File: config.mk
export PLATFORM = sky130hd
export DESIGN_NAME = pipeline_run_controller
export DESIGN_NICKNAME = d
export VERILOG_FILES = /design/src/rtl/pipeline_run_controller_pkg.sv /design/src/rtl/pipeline_run_controller_saturating_counter.sv /design/src/rtl/pipeline_run_controller.sv
export SDC_FILE = /design/constraint.sdc
export NUM_CORES = 1
export LEC_CHECK = 0
export ABC_AREA = 0
export CAP_MARGIN = 20
export CORE_AREA = 2 2 92 94
export DETAILED_ROUTE_END_ITERATION = 16
export DIE_AREA = 0 0 94 96
export GPL_ROUTABILITY_DRIVEN = 0
export RECOVER_POWER = 25
export SYNTH_ARGS = -nofsm -noshare
export SYNTH_HDL_FRONTEND = slang
export SYNTH_SLANG_ARGS = --single-unit
File: constraint.sdc
create_clock -name i_clk -period 2.6 [get_ports i_clk]
set_input_delay 0.52 -clock i_clk [delete_from_list [all_inputs] [get_ports i_clk]]
set_output_delay 0.52 -clock i_clk [all_outputs]
set_load 0.01 [all_outputs]
File: src/rtl/pipeline_run_controller_pkg.sv
// Run-mode codes and one-hot state encoding for the debug run controller.
// Shared with the UART debug unit so both sides agree on the mode encoding.
package pipeline_run_controller_pkg;

  localparam logic [1:0] MODE_STOP = 2'b00;
  localparam logic [1:0] MODE_CONT = 2'b01;
  localparam logic [1:0] MODE_STEP = 2'b11;

  localparam logic [5:0] ST_IDLE      = 6'b000001;
  localparam logic [5:0] ST_RUN_CONT  = 6'b000010;
  localparam logic [5:0] ST_STEP_WAIT = 6'b000100;
  localparam logic [5:0] ST_STEP_EXEC = 6'b001000;
  localparam logic [5:0] ST_STEP_DUMP = 6'b010000;
  localparam logic [5:0] ST_DONE      = 6'b100000;

  typedef enum logic [5:0] {
    S_IDLE      = ST_IDLE,
    S_RUN_CONT  = ST_RUN_CONT,
    S_STEP_WAIT = ST_STEP_WAIT,
    S_STEP_EXEC = ST_STEP_EXEC,
    S_STEP_DUMP = ST_STEP_DUMP,
    S_DONE      = ST_DONE
  } state_t;

endpackage

File: src/rtl/pipeline_run_controller_saturating_counter.sv
// Up-counter with synchronous clear that sticks at all-ones instead of wrapping.
// Clear wins over enable; value is registered (one-cycle update latency).
module saturating_counter #(
  parameter int WIDTH = 8
) (
  input  logic             clk,
  input  logic             reset,
  input  logic             clear,
  input  logic             enable,
  output logic [WIDTH-1:0] value
);

  always_ff @(posedge clk) begin
    if (reset || clear) begin
      value <= '0;
    end else if (enable && (value != '1)) begin
      value <= value + WIDTH'(1);
    end
  end

endmodule

File: src/rtl/pipeline_run_controller.sv
// Gates the pipeline global enable for continuous or single-step debug runs,
// detects HALT retirement / cycle-limit timeout and requests a dump after each step.
module pipeline_run_controller
  import pipeline_run_controller_pkg::*;
#(
  parameter int CYCLE_COUNT_WIDTH = 32,
  parameter int MAX_CYCLES        = 1024
) (
  input  logic                         i_clk,
  input  logic                         i_reset,
  input  logic [1:0]                   i_start_pipeline,
  input  logic                         i_step_request,
  input  logic                         i_halt_in_wb,
  input  logic                         i_dump_done,
  output logic                         o_pipeline_enable,
  output logic                         o_dump_request,
  output logic                         o_program_finished,
  output logic                         o_timeout,
  output logic [CYCLE_COUNT_WIDTH-1:0] o_cycle_count,
  output logic                         o_busy
);

  // Compared against the pre-increment count, so the limit cycle itself is counted.
  localparam logic [CYCLE_COUNT_WIDTH-1:0] LAST_CYCLE = CYCLE_COUNT_WIDTH'(MAX_CYCLES - 1);

  state_t state_q, state_d;
  logic   timeout_q, timeout_d;
  logic   halt_q, halt_d;
  logic   count_clear;
  logic   stop_req;

  assign stop_req = (i_start_pipeline == MODE_STOP);

  always_ff @(posedge i_clk) begin
    if (i_reset) begin
      state_q   <= S_IDLE;
      timeout_q <= 1'b0;
      halt_q    <= 1'b0;
    end else begin
      state_q   <= state_d;
      timeout_q <= timeout_d;
      halt_q    <= halt_d;
    end
  end

  always_comb begin
    state_d     = state_q;
    timeout_d   = timeout_q;
    halt_d      = halt_q;
    count_clear = 1'b0;
    unique case (state_q)
      S_IDLE: begin
        if (i_start_pipeline == MODE_CONT || i_start_pipeline == MODE_STEP) begin
          state_d     = (i_start_pipeline == MODE_CONT) ? S_RUN_CONT : S_STEP_WAIT;
          count_clear = 1'b1;
          halt_d      = 1'b0;
          timeout_d   = 1'b0;
        end
      end
      S_RUN_CONT: begin
        if (stop_req) begin
          state_d = S_IDLE;
        end else if (i_halt_in_wb) begin
          state_d   = S_DONE;
          timeout_d = 1'b0;
        end else if (o_cycle_count == LAST_CYCLE) begin
          state_d   = S_DONE;
          timeout_d = 1'b1;
        end
      end
      S_STEP_WAIT: begin
        if (stop_req) begin
          state_d = S_IDLE;
        end else if (i_step_request) begin
          state_d = S_STEP_EXEC;
        end
      end
      S_STEP_EXEC: begin
        if (stop_req) begin
          state_d = S_IDLE;
        end else begin
          state_d = S_STEP_DUMP;
          halt_d  = i_halt_in_wb;
        end
      end
      S_STEP_DUMP: begin
        if (stop_req) begin
          state_d = S_IDLE;
        end else if (i_dump_done) begin
          state_d = halt_q ? S_DONE : S_STEP_WAIT;
          if (halt_q) timeout_d = 1'b0;
        end
      end
      S_DONE: begin
        if (stop_req) begin
          state_d   = S_IDLE;
          timeout_d = 1'b0;
        end
      end
      default: begin
        state_d = S_IDLE;
      end
    endcase
  end

  assign o_pipeline_enable  = (state_q == S_RUN_CONT) || (state_q == S_STEP_EXEC);
  assign o_dump_request     = (state_q == S_STEP_DUMP);
  assign o_program_finished = (state_q == S_DONE);
  assign o_timeout          = timeout_q;
  assign o_busy             = (state_q != S_IDLE);

  saturating_counter #(
    .WIDTH (CYCLE_COUNT_WIDTH)
  ) u_cycle_counter (
    .clk    (i_clk),
    .reset  (i_reset),
    .clear  (count_clear),
    .enable (o_pipeline_enable),
    .value  (o_cycle_count)
  );

endmodule

==> impl_metrics.ini, run 1 <==
[power]
max-vdd-ir-drop_uv = 308
power.density_nw_per_um2 = 496
leakage_uw = 0.00100

[cts]
clk_path_buf_depth = 2
htreeDepth = 2
cts_inserted_buffers = 5
cts_root_buffer = clkbuf_8
cts_tree = yes
clock_sinks = 40
clk_latency_ns = 0.30
clkSlewWorstSetupHoldPaths_ns = 0.08
post_cts_buffers = 0

[floorplanning]
placementRows = 33
core_um2 = 8050
initial_core_util = 0.271
dieArea_um2 = 9020
ios = 44
die_h_um = 96
die_w_um = 94

[timing]
tightest_slew_ns = 0.553
setup_slack_ns = 0.136
relSlewSlack = 0.626
maxSlewViolCount = 0
fin_worst_skew_ns = 0.00947
fmax_mhz = 406
rsz0062_at_grt = no
period_share = 0.948
hold_viol = 0
fin_setup_tns_ns = 0
finalCriticalPeriod_ns = 2.46
setup_viol = 0

[cells_and_area]
drive_gt1_frac = 0.117
final_cell_mix = dfxtp_1 (38), nor2_1 (37), clkdlybuf4s50_1 (24)
multi_input_area_um2 = 1310
final_net_count = 316
antenna_cells = 0
final_area_um2 = 2920
final_common_cell = dfxtp_1
ff_latch_area_um2 = 803
synthToLayoutAreaGrowth_pct = 34.2
fill_cells = 829

[critical_path]
reg2reg_slack_ns = 0.35
required_ns = 2.08
cp.arrival_ns = 1.94
crit_chain = nor4_2 > and3b_1 > inv_1 > clkdlybuf4s50_1
critPathSlowestCell = clkdlybuf4s50_1
cp-start-kind = register
rr_startpoint = state_q[1]
reg2reg_to = state_q[2]
path_max_fanout = 6
cp-end-kind = primary output
slowest_delay_ns = 0.50
rr_worst_depth = 6
startpoint = state_q[1]
cp-endpoint = o_busy
critPathKind = register to primary output

[drt]
drtIter0Drc = 92
avgRoutedWirePerCell_um = 14.0
vias_per_cell = 5.06
ant_nets = 0
post-route-drc-count = 0
routed_wl_mm = 5.80
via_count = 2094
dr.pass1.iters = 4

[synth]
synth_fp_nets = 267
synth_top_family_by_area = simple AND/OR/NAND/NOR gates
syn_avg_cell_area_um2 = 8.42
netlist_area_um2 = 2180
synth_xor_area_frac = 0.108
synthFlopType = dfxtp_1
syn-instance-count = 259
synth_mux_area_frac = 0.00459
synth-compound-area-share = 0.0999
post_synth_fa_ha_maj_area_fraction = 0.00574
synth_warnings = 0
ys_seq_area_frac = 0.367
synth-edff-count = 0
ys_ff_latch = 40
yosys.area_share.simple = 0.375
async_flop_share = 0
synth_cell_type_count = 48

[global_route]
grt_first_pass_wirelength_mm = 9.35
grt_pass1_vias = 1901
grt_max_degree = 33
antenna_found_initial = 0
grt_usage = 0.132
grt.overflow.total = 0

[min_path]
hp-class = register to register

[placed_design]
placed_cell_area_um2 = 2750
pre_cts_ws_ns = 0.193
io_buffers = 43
place_hpwl_mm = 4.20

[run_status]
status = finished, final reports clean

[run]
drv_cap = 0
==> stage by stage <==
step,total power (uW),instances,util,hold WS (ns)
6_report,1450,414,0.363,0.491
5_1_grt,1510,414,0.363,0.540
4_1_cts,1470,414,0.362,0.503
3_5_place_dp,756,406,0.341,0.490
3_3_place_gp,755,406,0.341,0.493
2_1_floorplan,713,259,-,0.467
==> worst max-delay path: cells and delay by family (launching register included) <==
kind	cells	cell delay [ns]
buffers and inverters	2	0.65
AND/OR/NAND/NOR	2	0.63
flip-flops	1	0.36
==> how the worst min path moves through the flow <==
stage | to | slack, ns | depth (start not counted) | from
floorplan | halt_q | 0.47 | 2 | halt_q
global placement | o_timeout | 0.49 | 2 | o_timeout
detailed placement | o_timeout | 0.49 | 2 | o_timeout
CTS | o_timeout | 0.50 | 2 | o_timeout
global route | o_timeout | 0.54 | 2 | o_timeout
finish | o_timeout | 0.49 | 2 | o_timeout
==> report_power, final <==
part | total [uW] | switching (uW) | leakage, uW | internal, uW
registers | 628 | 9.25 | 0.000323 | 619
logic | 119 | 70.6 | 0.000602 | 48.8
clock network | 703 | 223 | 0.0000784 | 480
total | 1450 | 303 | 0.00100 | 1150
==> area by class of cell <==
class / count / share of cell area
Multi-Input combinational cell: 201 / 0.448
Sequential cell: 40 / 0.275
Timing Repair Buffer: 50 / 0.164
Tap cell: 105 / 0.0449
Clock inverter: 3 / 0.0308
Clock buffer: 5 / 0.0235
Inverter: 10 / 0.0133
==> timing repair <==
action	in CTS	in global routing
gates resized for setup	6	1
hold buffers	0	0
setup endpoints to repair	2	1
==> state kept, by name, indices dropped and copies added (netlist names) <==
register	count
o_timeout	1
halt_q	1
u_cycle_counter.value	32
state_q	6
==> synth_stat cells (3+ instances only) <==
cell      number  area share
nand3b_1       6       0.021
and4_1         4       0.016
o21ai_0       11       0.025
a21oi_1        8       0.018
inv_1          9       0.015
or3_1          9       0.026
nand4_1       10       0.029
nand3_1       14       0.032
xor2_1        10       0.040
nand2_1       16       0.028
dfxtp_1       40        0.37
nor3_2         3       0.014
nor3_1        11       0.025
nor4_1        12       0.034
xnor2_1       17       0.068
buf_2          3      0.0069
nor2_1        37       0.064
==> cells by family after synthesis <==
group,Yosys count
AOI/OAI and AO/OA,31
xor gates and xnor gates,27
adders and majority gates,1
buffers and inverters,18
DFF,40
muxes,1
and+or+nand+nor,141
==> metal layers <==
layer,part of all wire,up-vias,track usage
li1,-,1045,-
met1,0.50,981,0.183
met2,0.44,61,0.200
met3,0.051,7,0.0352
met4,0.016,0,0.0423
met5,0,-,0
No activity file was read; power rests on OpenSTA's default activity.
==> run 2, diff against run 1 <==
- SETUP_SLACK_MARGIN: not set -> 0.02
==> results of run 2 <==
Same layout as run 1: the final DEF is identical, and so are final timing and power.
